[config.mk]
export PLATFORM = sky130hd
export DESIGN_NAME = sram_port_arbiter_flat
export DESIGN_NICKNAME = d
export VERILOG_FILES = /design/src/rtl/sram_port_arbiter_pkg.sv /design/src/rtl/sram_port_arbiter_if.sv /design/src/rtl/sram_port_arbiter_rr_pick.sv /design/src/rtl/sram_port_arbiter.sv /design/src/flat_wrapper.sv
export SDC_FILE = /design/constraint.sdc
export NUM_CORES = 1
export LEC_CHECK = 0
export BUFFER_PORTS_ARGS = -buffer_cell sky130_fd_sc_hd__clkbuf_2
export CAP_MARGIN = 10
export CORE_MARGIN = 2
export CORE_UTILIZATION = 30
export DETAILED_ROUTE_END_ITERATION = 10
export PLACE_DENSITY = 0.73
export SLEW_MARGIN = 20
export SYNTH_ARGS = -nofsm -noshare
export SYNTH_HDL_FRONTEND = slang
export SYNTH_HIERARCHICAL = 1
export SYNTH_SLANG_ARGS = --single-unit
[constraint.sdc]
create_clock -name i_clk -period 2.9 [get_ports i_clk]
set_clock_uncertainty 0.15 [all_clocks]
set_input_delay 0.435 -clock i_clk [delete_from_list [all_inputs] [get_ports i_clk]]
set_output_delay 0.435 -clock i_clk [all_outputs]
set_load 0.01 [all_outputs]
[src/rtl/sram_port_arbiter_pkg.sv]
// Shared types and constants for the single-port SRAM requester arbiter.
// The round-robin wrap helper is used for both the free-running pointer and the lock-exit pointer.
package sram_port_arbiter_pkg;

    typedef enum logic {
        ARB_FREE   = 1'b0,
        ARB_LOCKED = 1'b1
    } ArbState;

    localparam int ARB_RD_LAT = 1;

    function automatic int rr_next(input int idx, input int n);
        return (idx + 1 >= n) ? 0 : idx + 1;
    endfunction

endpackage

[src/rtl/sram_port_arbiter_if.sv]
// Requester-side command/response bundle: packed per-requester command fields plus shared read data.
// The requester side drives commands (master); the arbiter answers with ack and read responses (slave).
interface sram_port_arbiter_if
    import sram_port_arbiter_pkg::*;
#(
    parameter int N_REQ  = 4,
    parameter int ADDR_W = 10,
    parameter int DATA_W = 16
);

    logic [N_REQ-1:0]        req_rdy;
    logic [N_REQ-1:0]        req_ack;
    logic [N_REQ-1:0]        req_we;
    logic [N_REQ-1:0]        req_lock;
    logic [N_REQ*ADDR_W-1:0] req_addr;
    logic [N_REQ*DATA_W-1:0] req_wdata;
    logic [N_REQ-1:0]        rsp_dval;
    logic [DATA_W-1:0]       rsp_rdata;

    modport master (
        output req_rdy, req_we, req_lock, req_addr, req_wdata,
        input  req_ack, rsp_dval, rsp_rdata
    );

    modport slave (
        input  req_rdy, req_we, req_lock, req_addr, req_wdata,
        output req_ack, rsp_dval, rsp_rdata
    );

endinterface

[src/rtl/sram_port_arbiter_rr_pick.sv]
// Combinational round-robin find-first: first set request at or after i_ptr, wrapping modulo N_REQ.
// The request vector is doubled so a single rotated window holds the search order.
module rr_priority_pick
    import sram_port_arbiter_pkg::*;
#(
    parameter int  N_REQ = 4,
    localparam int PTR_W = $clog2(N_REQ)
) (
    input  logic [N_REQ-1:0] i_req,
    input  logic [PTR_W-1:0] i_ptr,
    output logic             o_gnt_vld,
    output logic [PTR_W-1:0] o_gnt_idx
);

    localparam logic [PTR_W:0] N_WIDE = (PTR_W+1)'(N_REQ);

    logic [2*N_REQ-1:0] w_dbl;
    logic [N_REQ-1:0]   w_rot;
    logic [PTR_W:0]     w_sum;

    assign w_dbl = {i_req, i_req};
    assign w_rot = w_dbl[i_ptr +: N_REQ];

    // Scan from the far end so the nearest offset to i_ptr is the last one written.
    always_comb begin
        o_gnt_vld = 1'b0;
        o_gnt_idx = '0;
        w_sum     = '0;
        for (int k = N_REQ - 1; k >= 0; k--) begin
            if (w_rot[k]) begin
                w_sum = {1'b0, i_ptr} + (PTR_W+1)'(k);
                if (w_sum >= N_WIDE) begin
                    w_sum = w_sum - N_WIDE;
                end
                o_gnt_vld = 1'b1;
                o_gnt_idx = w_sum[PTR_W-1:0];
            end
        end
    end

endmodule

[src/rtl/sram_port_arbiter.sv]
// Shares one single-port SRAM among N_REQ requesters: round-robin grant, bounded burst lock,
// and a one-cycle registered read-data strobe per requester.
module sram_port_arbiter
    import sram_port_arbiter_pkg::*;
#(
    parameter int N_REQ     = 4,
    parameter int ADDR_W    = 10,
    parameter int DATA_W    = 16,
    parameter int MAX_BURST = 4
) (
    input  logic                i_clk,
    input  logic                i_rstn,
    sram_port_arbiter_if.slave  bus,
    output logic                o_sram_ce,
    output logic                o_sram_we,
    output logic [ADDR_W-1:0]   o_sram_addr,
    output logic [DATA_W-1:0]   o_sram_wdata,
    input  logic [DATA_W-1:0]   i_sram_rdata
);

    localparam int PTR_W = $clog2(N_REQ);
    localparam int CNT_W = $clog2(MAX_BURST + 1);
    localparam logic [CNT_W-1:0] MAX_CNT = CNT_W'(MAX_BURST);

    ArbState           r_state;
    ArbState           w_state_nxt;
    logic [PTR_W-1:0]  r_rr_ptr;
    logic [PTR_W-1:0]  w_rr_ptr_nxt;
    logic [PTR_W-1:0]  r_owner;
    logic [PTR_W-1:0]  w_owner_nxt;
    logic [CNT_W-1:0]  r_burst_cnt;
    logic [CNT_W-1:0]  w_burst_cnt_nxt;
    logic [CNT_W-1:0]  w_cnt_inc;
    logic [N_REQ-1:0]  r_dval_p1;

    logic              w_pick_vld;
    logic [PTR_W-1:0]  w_pick_idx;
    logic              w_gnt_vld;
    logic [PTR_W-1:0]  w_gnt_idx;
    logic [N_REQ-1:0]  w_ack;
    logic [N_REQ-1:0]  w_rd_ack;

    // Only consulted while FREE; LOCKED grants come straight from the owner register.
    rr_priority_pick #(
        .N_REQ     (N_REQ)
    ) u_pick (
        .i_req     (bus.req_rdy),
        .i_ptr     (r_rr_ptr),
        .o_gnt_vld (w_pick_vld),
        .o_gnt_idx (w_pick_idx)
    );

    assign w_cnt_inc = r_burst_cnt + CNT_W'(1);

    always_ff @(posedge i_clk or negedge i_rstn) begin
        if (!i_rstn) begin
            r_state     <= ARB_FREE;
            r_rr_ptr    <= '0;
            r_owner     <= '0;
            r_burst_cnt <= '0;
        end else begin
            r_state     <= w_state_nxt;
            r_rr_ptr    <= w_rr_ptr_nxt;
            r_owner     <= w_owner_nxt;
            r_burst_cnt <= w_burst_cnt_nxt;
        end
    end

    always_comb begin
        w_state_nxt     = r_state;
        w_rr_ptr_nxt    = r_rr_ptr;
        w_owner_nxt     = r_owner;
        w_burst_cnt_nxt = r_burst_cnt;
        w_gnt_vld       = 1'b0;
        w_gnt_idx       = r_owner;
        case (r_state)
            ARB_FREE: begin
                if (w_pick_vld) begin
                    w_gnt_vld    = 1'b1;
                    w_gnt_idx    = w_pick_idx;
                    w_rr_ptr_nxt = PTR_W'(rr_next(32'(w_pick_idx), N_REQ));
                    if (bus.req_lock[w_pick_idx] && (MAX_BURST > 1)) begin
                        w_state_nxt     = ARB_LOCKED;
                        w_owner_nxt     = w_pick_idx;
                        w_burst_cnt_nxt = CNT_W'(1);
                    end
                end
            end
            ARB_LOCKED: begin
                // Non-owners are shut out even when the owner idles with lock held.
                if (bus.req_rdy[r_owner]) begin
                    w_gnt_vld       = 1'b1;
                    w_gnt_idx       = r_owner;
                    w_burst_cnt_nxt = w_cnt_inc;
                    if (!bus.req_lock[r_owner] || (w_cnt_inc == MAX_CNT)) begin
                        w_state_nxt     = ARB_FREE;
                        w_rr_ptr_nxt    = PTR_W'(rr_next(32'(r_owner), N_REQ));
                        w_burst_cnt_nxt = '0;
                    end
                end else if (!bus.req_lock[r_owner]) begin
                    w_state_nxt     = ARB_FREE;
                    w_burst_cnt_nxt = '0;
                end
            end
            default: begin
                w_state_nxt = ARB_FREE;
            end
        endcase
    end

    // Control outputs are forced quiet for the whole time reset is held.
    assign w_ack        = (i_rstn && w_gnt_vld) ? (N_REQ'(1) << w_gnt_idx) : '0;
    assign w_rd_ack     = w_ack & ~bus.req_we;
    assign bus.req_ack  = w_ack;

    assign o_sram_ce    = i_rstn & w_gnt_vld;
    assign o_sram_we    = i_rstn & w_gnt_vld & bus.req_we[w_gnt_idx];
    assign o_sram_addr  = bus.req_addr[32'(w_gnt_idx) * ADDR_W +: ADDR_W];
    assign o_sram_wdata = bus.req_wdata[32'(w_gnt_idx) * DATA_W +: DATA_W];

    // Read response stage: strobe lines up with the SRAM's registered output.
    always_ff @(posedge i_clk or negedge i_rstn) begin
        if (!i_rstn) begin
            r_dval_p1 <= '0;
        end else begin
            r_dval_p1 <= w_rd_ack;
        end
    end

    assign bus.rsp_dval  = r_dval_p1;
    assign bus.rsp_rdata = i_sram_rdata;

    a_ack_onehot: assert property (@(posedge i_clk) disable iff (!i_rstn) $onehot0(w_ack));
    a_ack_rdy:    assert property (@(posedge i_clk) disable iff (!i_rstn) (w_ack & ~bus.req_rdy) == '0);
    a_dval_onehot: assert property (@(posedge i_clk) disable iff (!i_rstn) $onehot0(r_dval_p1));
    a_rd_lat: assert property (@(posedge i_clk) disable iff (!i_rstn)
                               |w_rd_ack |-> ##ARB_RD_LAT (r_dval_p1 != '0));

endmodule

[src/flat_wrapper.sv]
// flat-port wrapper written by rule: the top's interface ports become plain ports
module sram_port_arbiter_flat import sram_port_arbiter_pkg::*;
#(
    parameter int N_REQ     = 4,
    parameter int ADDR_W    = 10,
    parameter int DATA_W    = 16,
    parameter int MAX_BURST = 4
)
  (i_clk, i_rstn, o_sram_ce, o_sram_we, o_sram_addr, o_sram_wdata, i_sram_rdata, bus_req_rdy, bus_req_we, bus_req_lock, bus_req_addr, bus_req_wdata, bus_req_ack, bus_rsp_dval, bus_rsp_rdata);
  sram_port_arbiter_if #(.N_REQ(N_REQ), .ADDR_W(ADDR_W), .DATA_W(DATA_W)) bus_i ();
  input  logic i_clk;
  input  logic i_rstn;
  output logic o_sram_ce;
  output logic o_sram_we;
  output logic [ADDR_W-1:0] o_sram_addr;
  output logic [DATA_W-1:0] o_sram_wdata;
  input  logic [DATA_W-1:0] i_sram_rdata;
  input wire logic [$bits(bus_i.req_rdy)-1:0] bus_req_rdy;
  input wire logic [$bits(bus_i.req_we)-1:0] bus_req_we;
  input wire logic [$bits(bus_i.req_lock)-1:0] bus_req_lock;
  input wire logic [$bits(bus_i.req_addr)-1:0] bus_req_addr;
  input wire logic [$bits(bus_i.req_wdata)-1:0] bus_req_wdata;
  output wire logic [$bits(bus_i.req_ack)-1:0] bus_req_ack;
  output wire logic [$bits(bus_i.rsp_dval)-1:0] bus_rsp_dval;
  output wire logic [$bits(bus_i.rsp_rdata)-1:0] bus_rsp_rdata;
  assign bus_i.req_rdy = bus_req_rdy;
  assign bus_i.req_we = bus_req_we;
  assign bus_i.req_lock = bus_req_lock;
  assign bus_i.req_addr = bus_req_addr;
  assign bus_i.req_wdata = bus_req_wdata;
  assign bus_req_ack = bus_i.req_ack;
  assign bus_rsp_dval = bus_i.rsp_dval;
  assign bus_rsp_rdata = bus_i.rsp_rdata;
  sram_port_arbiter #(.N_REQ(N_REQ), .ADDR_W(ADDR_W), .DATA_W(DATA_W), .MAX_BURST(MAX_BURST)) u_core (.i_clk(i_clk), .i_rstn(i_rstn), .bus(bus_i), .o_sram_ce(o_sram_ce), .o_sram_we(o_sram_we), .o_sram_addr(o_sram_addr), .o_sram_wdata(o_sram_wdata), .i_sram_rdata(i_sram_rdata));
endmodule
# After elaboration in Yosys (flattened, before gate mapping)
# Cells that the tools add are included.
[op_classes]
reduce_logical = 6
mux = 44
n_bitwise = 5
n_mul = 1
order_cmp = 9
n_shift = 4
eq_ne = 6
n_addsub = 10
[op_table]
columns = ["operator", "count"]
rows = [
  ["64-bit by 7-bit indexed part select with 16-bit output", 1],
  ["40-bit by 7-bit indexed part select with 10-bit output", 1],
  ["2-bit two-way mux", 14],
  ["3-bit greater-or-equal comparator, second input constant", 5],
  ["1-bit two-way mux", 15],
  ["3-bit two-way mux", 5],
  ["2-bit by 1-bit adder with 3-bit output, second input constant", 3],
  ["2-bit by 3-bit < comparator with 1-bit output, second input constant", 3],
  ["3-bit AND reduction", 3],
  ["1-bit binary-select mux with 2-bit select", 4],
  ["2-bit case mux with 2 select lines", 2],
  ["8-bit by 3-bit indexed part select with 4-bit output", 1],
  ["2-bit by 1-bit subtractor with 2-bit output, second input constant", 4],
  ["2-bit by 2-bit adder with 3-bit output, second input constant", 2],
  ["2-bit inequality test, second input constant", 3],
  ["3-bit case mux with 2 select lines", 1],
  ["2-bit by 3-bit multiplier with 5-bit output, second input constant", 1],
  ["4-bit AND", 1],
  ["4-bit two-way mux", 1],
  ["4-bit inverter", 1],
  ["1-bit case mux with 2 select lines", 2],
  ["1-bit by 2-bit left shift with 4-bit output, first input constant", 1],
  ["3-bit by 1-bit adder with 3-bit output, second input constant", 1],
  ["3-bit equality test, second input constant", 1],
  ["8 further kinds", 9],
]
[totals]
output_inout_bits = 52
elab_cells = 90
input_bits = 134
register_bits = 12

# Logic depth before layout (Yosys ltp)
[logic_depth]
ltp_word = 12
mapped_depth = 8
depth_no_buf = 7

# By module
# The synthesis kept the hierarchy.
[modules_own_cells]
columns = ["module", "area_per_inst_um2", "cells_each", "n_inst", "seq_area_each_um2"]
rows = [
  ["sram_port_arbiter", 1544.0, 115, 1, 300.3],
  ["rr_priority_pick", 77.6, 15, 1, 0.0],
]

# Worst setup path after synthesis
# Ideal clock, no wire load.
[synth_timing]
path_kind = "in2out"
from = "in bus_req_rdy[1]"
to = "out o_sram_addr[1]"
cell_stages = 6
path_buffers = 1
arrival_ps = 2096
slack_ps = 219
required_time_ps = 2315
cell_sequence = "inv_1 > a221o_1 > a21oi_1 > mux2_4 > buf_6 > mux4_2"
[synth_between]
elab_chain_cells = 9
elab_cells_between_ends = 13
cone_classes = "1 x mul; 2 x shift; 10 x mux"
[synth_lines]
columns = ["element", "line_no", "source"]
rows = [
  ["start: declaration", "flat_wrapper.sv:18", "input wire logic [$bits(bus_i.req_rdy)-1:0] bus_req_rdy;"],
  ["8-bit by 3-bit indexed part select with 4-bit output (*)", "sram_port_arbiter_rr_pick.sv:22", "assign w_rot = w_dbl[i_ptr +: N_REQ];"],
  ["2-bit two-way mux (3 in series)", "sram_port_arbiter_rr_pick.sv:30", "if (w_rot[k]) begin"],
  ["2-bit two-way mux (*)", "sram_port_arbiter_rr_pick.sv:30", ""],
  ["via u_core.w_pick_idx[0]", "sram_port_arbiter.sv:37", "logic [PTR_W-1:0] w_pick_idx;"],
  ["2-bit two-way mux (*)", "sram_port_arbiter.sv:78", "if (w_pick_vld) begin"],
  ["2-bit case mux with 2 select lines (*)", "sram_port_arbiter.sv:76", "case (r_state)"],
  ["2-bit by 3-bit multiplier with 5-bit output (*)", "sram_port_arbiter.sv:118", "assign o_sram_addr = bus.req_addr[32'(w_gnt_idx) * ADDR_W +: ADDR_W];"],
  ["40-bit by 7-bit indexed part select with 10-bit output (*)", "sram_port_arbiter.sv:118", ""],
  ["end: declaration", "flat_wrapper.sv:15", "output logic [ADDR_W-1:0] o_sram_addr;"],
]
# The timed path passes the listed nets; every way through them passes the cells marked *.

# Worst setup path in the final report
[layout_timing]
from = "reg u_core.r_rr_ptr[0]"
to = "out o_sram_wdata[6]"
[layout_between]
elab_chain_cells = 10
elab_cells_between_ends = 27
cone_classes = "7 x add/sub; 4 x order compare; 2 x shift; 14 x mux"
[layout_lines]
columns = ["element", "line_no", "source"]
rows = [
  ["start: declaration", "sram_port_arbiter.sv:27", "logic [PTR_W-1:0] r_rr_ptr;"],
  ["start signal: assignment", "sram_port_arbiter.sv:63", "r_rr_ptr <= w_rr_ptr_nxt;"],
  ["2-bit by 2-bit adder with 3-bit output", "sram_port_arbiter_rr_pick.sv:31", "w_sum = {1'b0, i_ptr} + (PTR_W+1)'(k);"],
  ["3-bit greater-or-equal comparator / 2-bit by 1-bit subtractor with 2-bit output (equally long branches)", "sram_port_arbiter_rr_pick.sv:32, sram_port_arbiter_rr_pick.sv:33", ""],
  ["2-bit two-way mux", "sram_port_arbiter_rr_pick.sv:32", "if (w_sum >= N_WIDE) begin"],
  ["2-bit two-way mux (3 in series)", "sram_port_arbiter_rr_pick.sv:30", ""],
  ["2-bit two-way mux (*)", "sram_port_arbiter_rr_pick.sv:30", ""],
  ["via u_core.w_pick_idx[0]", "sram_port_arbiter.sv:37", ""],
  ["2-bit two-way mux (*)", "sram_port_arbiter.sv:78", ""],
  ["2-bit case mux with 2 select lines (*)", "sram_port_arbiter.sv:76", ""],
  ["64-bit by 7-bit indexed part select with 16-bit output (*)", "sram_port_arbiter.sv:119", "assign o_sram_wdata = bus.req_wdata[32'(w_gnt_idx) * DATA_W +: DATA_W];"],
  ["end: declaration", "flat_wrapper.sv:16", "output logic [DATA_W-1:0] o_sram_wdata;"],
]
# Marked as above.

==> impl_metrics.env <==
export IMPL_busiest_layer="met2"
export IMPL_dp_hpwl_um=4950
export IMPL_synth_most_common_cell="mux4_2"
export IMPL_drc=0
export IMPL_syn_num_nets=268
export IMPL_grt_max_degree=31
export IMPL_synth_top_area_cell="mux4_2"
export IMPL_die_w_um=77.5
export IMPL_use_met3_pct=4.42
export IMPL_core_sq_um=5170
export IMPL_drt_iter0_drc=31
export IMPL_vdd_ir_drop_max_mv=0.475
export IMPL_finalNetCount=413
export IMPL_ant_nets=0
export IMPL_drt_first_pass_iters=4
export IMPL_drv_cap=0
export IMPL_yosysSeqAreaShare_pct=18.5
export IMPL_gr_total_overflow=0
export IMPL_fin_crit_ns=2.79
export IMPL_setup_viol=0
export IMPL_synth_edf_count=0
export IMPL_crit_path_max_fanout=14
export IMPL_drive_above_1_share_pct=77.0
export IMPL_diodes=0
export IMPL_viasPerCell=4.95
export IMPL_hold_violations=0
export IMPL_final_max_slew_violation_count=0
export IMPL_synthTopCellsByCount="mux4_2 (30), buf_4 (17), dfrtp_1 (12)"
export IMPL_crit_type="flip-flop to output port"
export IMPL_postLayoutCellArea_sq_um=2470
export IMPL_outcome="finished clean"
export IMPL_grtUsageMet2_pct=34.3
export IMPL_worstPathArrival_ns=2.21
export IMPL_cts_sinks=12
export IMPL_max_slew_margin_pct=71.5
export IMPL_holdPathEnd="u_core/bus.rsp_dval[1]"
export IMPL_cp_start_kind="flip-flop"
export IMPL_cp_end_kind="output port"
export IMPL_synth_cell_type_count=31
export IMPL_min_period_over_period_pct=96.2
export IMPL_wirelength_um=5690
export IMPL_grt_pass1_vias=1782
export IMPL_p_leak_nw=1.27
export IMPL_synth_top_cell_area_share_pct=41.7
export IMPL_place_congestion=0.855
export IMPL_finalPower_mw=2.55
export IMPL_ys_top_cells_by_area="mux4_2 (42%), dfrtp_1 (19%), buf_4 (7.9%)"
export IMPL_hp_class="primary input to flip-flop"
export IMPL_worst_skew_pair_late_latency_ns=0.24
export IMPL_placed_cells=338
export IMPL_clk_pin_slew_ns=0.06
export IMPL_synth_area_per_cell_sq_um=12.5
export IMPL_netlist_area_sq_um=1620
export IMPL_netlist_instances=130
export IMPL_max_freq_mhz=358
export IMPL_stdcell_count=344
export IMPL_r2r_start="u_core/r_rr_ptr[0]"
export IMPL_die_h_um=77.5
export IMPL_ys_ff_latch=12
export IMPL_synthFlopType="dfrtp_1"
export IMPL_async_flop_share_pct=100
export IMPL_antenna_found_initial=0
export IMPL_post_route_util_pct=47.8
export IMPL_pin_count=186
export IMPL_cts_tree="done"
export IMPL_via_count=1703
export IMPL_cts_made_buffers=3
export IMPL_num_rows=26
export IMPL_placed_cell_area_sq_um=2380
export IMPL_cts_buffer_depth=2
export IMPL_die_area_sq_um=6010
export IMPL_initial_core_util_pct=31.3
export IMPL_synth_warnings=6
export IMPL_power_density_nw_per_um2=1030
export IMPL_grt_pass1_wl_um=8700
export IMPL_area_growth_synth_to_final_pct=52.5
export IMPL_worst_pin_slew_ns=0.428
export IMPL_hold_path_depth=2
export IMPL_grt_usage_pct=18.1
export IMPL_wl_per_cell_um=16.5
export IMPL_worstReg2RegEnd="u_core/r_burst_cnt[0]"
export IMPL_reg2regPathDepth=8
export IMPL_cts_root_buf="clkbuf_8"
export IMPL_h_tree_depth=1
export IMPL_r2r_slack_ns=0.35
export IMPL_min_from="bus_req_we[1]"
export IMPL_met1_usage_pct=20.9
export IMPL_required_ns=2.32
export IMPL_port_buffers=153
export IMPL_rsz0062_at_grt="true"
cells by family (layout without fill, tap and decap cells):
family | count (synthesis) | in the layout | share of synthesized area, %
AO/OA/AOI/OAI | 16 | 16 | 6.79
XOR/XNOR | 1 | 1 | 0.540
buffers and inverters | 32 | 176 | 13.4
adder cells (fa/ha/maj) | 4 | 4 | 3.09
multiplexers | 40 | 40 | 49.2
AND/OR/NAND/NOR | 25 | 25 | 8.49
flip-flops | 12 | 12 | 18.5
stage by stage:
step	setup slack [ns]	hold slack [ns]	setup TNS (ns)
floorplan	0.219	-0.0106	0
global placement	0.0603	0.204	0
detailed placement	0.00346	0.205	0
CTS	0.0140	0.216	0
global route	-0.0102	0.219	-0.0102
finish	0.109	0.216	0
how the worst max path moves through the flow:
stage / startpoint / cells after the start / end
floorplan: bus_req_rdy[1] / 6 / o_sram_addr[1]
global placement: bus_req_rdy[1] / 7 / o_sram_wdata[6]
detailed placement: bus_req_rdy[1] / 7 / o_sram_wdata[6]
CTS: u_core/r_rr_ptr[0] / 7 / o_sram_wdata[6]
global route: u_core/r_rr_ptr[0] / 7 / o_sram_wdata[6]
finish: u_core/r_rr_ptr[0] / 7 / o_sram_wdata[6]
what timing repair did:
action	in CTS	in global routing
gates resized for setup	2	3
endpoints found under the setup margin	6	27
pin swaps	0	1
buffers inserted	0	1
hold buffers	1	0
gates cloned	0	0
endpoints found under the hold margin	12	0
area by class of cell:
type                    instances  area [sq um]
well taps                      70          87.6
flip-flops and latches         12           300
inverters                       8          30.0
multi-input cells              86          1120
repair buffers                164           876
clock buffers                   4          55.1
fillers                       497          2700
critical path, cell delays in order (launching register included):
cell and delay (ns):
dfrtp_1 0.38, inv_1 0.07, a221o_1 0.31, a21oi_2 0.16
mux2_4 0.21, buf_12 0.17, mux4_2 0.51, buf_2 0.17
sequential cells by signal, indices dropped and copies added, names as in the netlist:
signal and count:
u_core/r_rr_ptr 2, u_core/bus.rsp_dval 4, u_core/r_state 1, u_core/r_burst_cnt 3
u_core/r_owner 2
power by group:
group	internal, mW	leakage [nW]	total [mW]	switching (mW)
Combinational	1.13	1.09	2.07	0.938
Sequential	0.227	0.154	0.298	0.0709
Clock	0.120	0.0288	0.181	0.0616
metal layers:
layer  vias up  routed length, um  share of wire, %
met4         0                 28              0.49
met1       818               2170                38
met5         -                  0                 0
li1        794                  -                 -
met3         2                474               8.3
met2        89               3010                53
cell usage in the layout (no fill, tap or decap), types with 2 or more instances in the layout:
cell type  netlist  final
dfrtp_1         12     12
mux4_2          30     30
buf_12           0      2
nand2b_1         3      3
nor2b_1          2      2
a21oi_1          5      4
inv_1            8      8
clkbuf_2         0    152
nor4_1           5      5
ha_1             4      4
buf_4           17      8
nor2_1           4      4
nor3_1           4      4
mux2_2           5      4
clkbuf_8         0      4
o21ai_1          2      2
nand2_1          3      3
mux2_4           3      4
a221o_1          2      2
Note: power is estimated with default switching activity, not from simulation.
